**src/rtl/wb_conmax_slave_port.sv**
```systemverilog
// WISHBONE connection-matrix slave port: arbitrates NM masters onto one slave by
// priority level with round-robin tie-break, holds the grant per bus cycle, and has a watchdog.
module wb_conmax_slave_port #(
    parameter int NM   = 8,
    parameter int MW   = 3,
    parameter int aw   = 32,
    parameter int dw   = 32,
    parameter int sw   = dw / 8,
    parameter int PW   = 2,
    parameter int TO_W = 8
) (
    input  logic               clk_i,
    input  logic               rst_i,
    input  logic [NM*PW-1:0]   conf,
    input  logic [TO_W-1:0]    to_val,
    input  logic [dw-1:0]      wb_data_i,
    output logic [dw-1:0]      wb_data_o,
    output logic [aw-1:0]      wb_addr_o,
    output logic [sw-1:0]      wb_sel_o,
    output logic               wb_we_o,
    output logic               wb_cyc_o,
    output logic               wb_stb_o,
    input  logic               wb_ack_i,
    input  logic               wb_err_i,
    input  logic               wb_rty_i,
    input  logic [NM*dw-1:0]   m_data_i,
    input  logic [NM*aw-1:0]   m_addr_i,
    input  logic [NM*sw-1:0]   m_sel_i,
    input  logic [NM-1:0]      m_we_i,
    input  logic [NM-1:0]      m_cyc_i,
    input  logic [NM-1:0]      m_stb_i,
    output logic [dw-1:0]      m_data_o,
    output logic [NM-1:0]      m_ack_o,
    output logic [NM-1:0]      m_err_o,
    output logic [NM-1:0]      m_rty_o,
    output logic               gnt_vld_o,
    output logic [MW-1:0]      gnt_idx_o,
    output logic               to_evt_o
);

    typedef enum logic [1:0] {
        ST_IDLE,
        ST_OWN,
        ST_DROP
    } state_t;

    state_t          r_state;
    state_t          w_nextState;
    logic [MW-1:0]   r_gntIdx;
    logic [MW-1:0]   r_lastGnt;
    logic [TO_W-1:0] r_cnt;

    logic [MW-1:0]   w_winner;
    logic [MW-1:0]   w_cand;
    logic [PW-1:0]   w_bestPri;
    logic            w_found;
    int              w_sum;
    logic            w_anyReq;
    logic            w_own;
    logic            w_ownerCyc;
    logic            w_stbOut;
    logic            w_term;
    logic            w_toErr;

    assign w_anyReq   = |m_cyc_i;
    assign w_own      = (r_state == ST_OWN) && !rst_i;
    assign w_ownerCyc = m_cyc_i[r_gntIdx];
    assign w_stbOut   = w_own && m_stb_i[r_gntIdx];
    assign w_term     = wb_ack_i | wb_err_i | wb_rty_i;
    assign w_toErr    = w_stbOut && !w_term && (to_val != '0) && (r_cnt == to_val - TO_W'(1));

    // Scan requesters in circular order starting after the last owner; a strictly
    // higher level is needed to displace an earlier candidate, so ties go to the first seen.
    always_comb begin
        w_winner  = '0;
        w_bestPri = '0;
        w_found   = 1'b0;
        w_cand    = '0;
        w_sum     = 0;
        for (int k = 1; k <= NM; k++) begin
            w_sum = int'(r_lastGnt) + k;
            if (w_sum >= NM) begin
                w_sum = w_sum - NM;
            end
            w_cand = w_sum[MW-1:0];
            if (m_cyc_i[w_cand] && (!w_found || conf[int'(w_cand)*PW +: PW] > w_bestPri)) begin
                w_found   = 1'b1;
                w_winner  = w_cand;
                w_bestPri = conf[int'(w_cand)*PW +: PW];
            end
        end
    end

    always_comb begin
        w_nextState = r_state;
        case (r_state)
            ST_IDLE: if (w_anyReq) w_nextState = ST_OWN;
            ST_OWN: begin
                if (!w_ownerCyc) begin
                    w_nextState = ST_IDLE;
                end else if (w_toErr) begin
                    w_nextState = ST_DROP;
                end
            end
            ST_DROP: if (!w_ownerCyc) w_nextState = ST_IDLE;
            default: w_nextState = ST_IDLE;
        endcase
    end

    always_ff @(posedge clk_i) begin
        if (rst_i) begin
            r_state   <= ST_IDLE;
            r_gntIdx  <= '0;
            r_lastGnt <= MW'(NM - 1);
            r_cnt     <= '0;
        end else begin
            r_state <= w_nextState;
            if (r_state == ST_IDLE && w_anyReq) begin
                r_gntIdx <= w_winner;
            end
            if (r_state != ST_IDLE && !w_ownerCyc) begin
                r_lastGnt <= r_gntIdx;
            end
            // Saturate so a disabled watchdog never wraps back into a false match.
            if (!w_stbOut || w_term) begin
                r_cnt <= '0;
            end else if (r_cnt != '1) begin
                r_cnt <= r_cnt + TO_W'(1);
            end
        end
    end

    assign wb_data_o = m_data_i[int'(r_gntIdx)*dw +: dw];
    assign wb_addr_o = m_addr_i[int'(r_gntIdx)*aw +: aw];
    assign wb_sel_o  = m_sel_i[int'(r_gntIdx)*sw +: sw];
    assign wb_we_o   = m_we_i[r_gntIdx];
    assign m_data_o  = wb_data_i;
    assign gnt_vld_o = w_own;
    assign gnt_idx_o = r_gntIdx;

    // Terminations reach only the owner, and only while it owns; DROP swallows late responses.
    always_comb begin
        wb_cyc_o = 1'b0;
        wb_stb_o = 1'b0;
        m_ack_o  = '0;
        m_err_o  = '0;
        m_rty_o  = '0;
        to_evt_o = 1'b0;
        if (w_own) begin
            wb_cyc_o           = w_ownerCyc;
            wb_stb_o           = w_stbOut;
            m_ack_o[r_gntIdx]  = wb_ack_i;
            m_rty_o[r_gntIdx]  = wb_rty_i;
            m_err_o[r_gntIdx]  = wb_err_i | w_toErr;
            to_evt_o           = w_toErr;
        end
    end

endmodule

```
**config.mk**
```make
export PLATFORM = sky130hd
export DESIGN_NAME = wb_conmax_slave_port
export DESIGN_NICKNAME = d
export VERILOG_FILES = /design/src/rtl/wb_conmax_slave_port.sv
export SDC_FILE = /design/constraint.sdc
export NUM_CORES = 1
export LEC_CHECK = 0
export ABC_AREA = 1
export BUFFER_PORTS_ARGS = -buffer_cell sky130_fd_sc_hd__clkbuf_2
export CAP_MARGIN = 30
export CORE_AREA = 2 2 292 294
export DETAILED_ROUTE_END_ITERATION = 7
export DIE_AREA = 0 0 294 296
export GPL_ROUTABILITY_DRIVEN = 0
export GPL_TIMING_DRIVEN = 0
export REMOVE_ABC_BUFFERS = 1
export SLEW_MARGIN = 20
export SYNTH_ARGS = -nofsm -noshare
export SYNTH_HDL_FRONTEND = slang
export SYNTH_SLANG_ARGS = --single-unit
```
**constraint.sdc**
```tcl
create_clock -name clk_i -period 9.02 [get_ports clk_i]
set_input_delay 2.255 -clock clk_i [delete_from_list [all_inputs] [get_ports clk_i]]
set_output_delay 2.255 -clock clk_i [all_outputs]
set_load 0.005 [all_outputs]
```
==> impl_metrics.tcl <==
set metrics [dict create \
    status "complete, but fails checks" \
    violations "setup timing" \
    die_x_um 294 \
    wl_per_cell_um 26.4 \
    max-cap-violations 0 \
    cp.arrival_ns 9.44 \
    leakagePower_nw 6.31 \
    startpoint_type "input pin" \
    wl_mm 78.5 \
    powerDensity_mw_per_mm2 691 \
    port_buffers 696 \
    multiInputGateArea_mm2 0.00550 \
    met1_usage_pct 18.0 \
    synth_edf_count 0 \
    crit_type "input pin to flop" \
    drive_above_1_share_pct 52.8 \
    ys_types 45 \
    rows 107 \
    ios 761 \
    holdBufCountCts 0 \
    end_kind "flop" \
    use_met2_pct 26.8 \
    grt_pass1_vias 11200 \
    drc_errors 0 \
    ys_seq_area_share_pct 5.12 \
    path_common_cell "nand2_2" \
    cts_max_path_buffers 2 \
    cpMaxStageDelayCell "ha_1" \
    ant_nets 0 \
    crit_buf_inv 11 \
    hold_viol 0 \
    cts_buffers 3 \
    gr-usage-met3_pct 9.05 \
    postLayoutSetupSlackWorst_ns -0.290 \
    syn_inst 1121 \
    drtIter0Drc 917 \
    vdd_ir_drop_max_v 0.000863 \
    power_mw 8.66 \
    synth_top_area_share_pct 20.2 \
    synth_area_leader_cell "nand2_1" \
    clock_skew_ns 0.00214 \
    setup_viol 3 \
    tightest_slew_ns 0.877 \
    tritoncts "yes" \
    crit_required_ns 9.15 \
    syn_avg_cell_area_um2 5.58 \
    die_area_mm2 0.0870 \
    clock_latency_ns 0.25 \
    fillCellCount 9724 \
    syn2layout_area_growth_pct 100 \
    fp.coreArea_mm2 0.0842 \
    grt_usage_pct 16.6 \
    overflow 0 \
    post-route-period-util_pct 103 \
    antenna_found_initial 70 \
    synthesis.area_mm2 0.00626 \
    fin_crit_ns 9.31 \
    clk_pin_slew_ns 0.05 \
    ys_async_sr_fraction_pct 0 \
    crit_family "simple AND/OR/NAND/NOR gates" \
    grt_max_degree 67 \
    placed_area_mm2 0.0110 \
    relSlewSlack_pct 40.9 \
    layout.nets 2510 \
    top_usage_layer "met2" \
    die-height_um 296 \
    htree_levels 1 \
    drv_slew 0 \
    yosysWarnings 0 \
    layout_commonest_cell "clkbuf_2" \
    seq_area_um2 325 \
    grt_pass1_wl_mm 96.1 \
    cts.sinks 16 \
    rsz0062_at_grt "yes" \
    fin_area_mm2 0.0125 \
    layout_common_cells "692 x clkbuf_2, 305 x nand2_1, 120 x buf_4" \
    drt_pass1_iterations 5 \
    vias 12300 \
    cp_max_fo 6 \
    cts_root_buf "clkbuf_16" \
    via_per_inst 4.15 \
    synth_area_leaders "nand2_1 20%, a22oi_1 10%, a221oi_1 8.8%, a22o_1 6.3%, nand4_1 6.0%" \
    max_stage_delay_ns 0.31 \
    fmax_mhz 107 \
    start_util_pct 7.43 \
    synth_flop_cell "dfxtp_1" \
    min_path_type "flop to flop" \
    synth_seq_cells 16 \
    hpwl_mm 66.0 \
]
## worst paths after layout
| path | slack [ns] | depth (start not counted) | from | endpoint |
|---|---|---|---|---|
| worst max-delay path | -0.29 | 68 | conf[0] | gnt_idx_o[0]$_SDFFE_PP0P_ |
| worst min-delay path | 0.47 | 1 | r_cnt[2]$_SDFFE_PP0P_ | r_cnt[2]$_SDFFE_PP0P_ |
| worst max register to register | -0.06 | 67 | r_lastGnt[0]$_SDFFE_PP1P_ | gnt_idx_o[0]$_SDFFE_PP0P_ |
| worst min register to register | 0.47 | 1 | r_cnt[2]$_SDFFE_PP0P_ | r_cnt[2]$_SDFFE_PP0P_ |
## metrics by stage
stage | setup slack, ns | cells | utilization (%) | setup TNS [ns] | hold WS (ns)
after global routing | -0.751 | 2966 | 14.9 | -2.21 | 0.490
after floorplan | -0.0297 | 1019 | - | -0.0337 | 0.431
after global placement | -7.56 | 2805 | 12.6 | -390.73 | 0.447
final | -0.290 | 2969 | 14.9 | -0.836 | 0.475
after CTS | -0.185 | 2939 | 14.3 | -0.512 | 0.470
after detailed placement | -1.72 | 2830 | 13.1 | -5.05 | 0.462
## where the power goes
part           internal [mW]  total [mW]  switching [mW]
Combinational           3.64        8.43            4.78
Clock                 0.0584      0.0880          0.0297
Sequential            0.0871       0.141          0.0540
Total                   3.79        8.66            4.87
## what timing repair did
| item | 4_1_cts | 5_1_grt |
|---|---|---|
| resized for setup | 78 | 85 |
| gates cloned | 0 | 1 |
| setup buffers | 106 | 16 |
| setup endpoints to repair | 3 | 3 |
| pin swaps | 47 | 57 |
## kinds of logic after synthesis
group	count (synthesis)	synth area share [%]
simple gates	547	38.2
compound gates	314	35.8
buf+inv	211	14.8
fa+ha+maj	18	3.60
flops	16	5.12
xor+xnor	13	2.06
mux	2	0.320
## per-layer routing
metal,up-vias,share of wire (%)
met3,227,15
met1,5629,36
met2,945,45
li1,5492,-
met5,-,0.29
met4,36,4.0
## sequential cells by signal, indices dropped and copies added, names as in the netlist
signal and count:
gnt_idx_o 3, r_state 2, r_lastGnt 3, r_cnt 8
## cells in the mapped netlist, types with 8 or more instances
cell,instances
nand3_1,55
buf_1,8
nand2_1,336
o21ai_0,74
a22o_1,45
nor2_1,46
nand4_1,60
dfxtp_1,16
clkbuf_1,54
a22oi_1,86
buf_4,33
a21oi_1,18
a221oi_1,63
ha_1,18
nand2_2,8
nor3_1,26
inv_1,98
## final cells by class
type | instances | area share (%)
clock buffer | 3 | 0.599
timing repair buffer | 838 | 38.1
timing repair inverter | 1 | 0.0399
tap | 1090 | 10.9
sequential | 16 | 2.60
inverter | 109 | 3.60
multi-input combinational | 894 | 43.8
antenna | 18 | 0.359
Note: power is estimated with default switching activity, not from simulation.
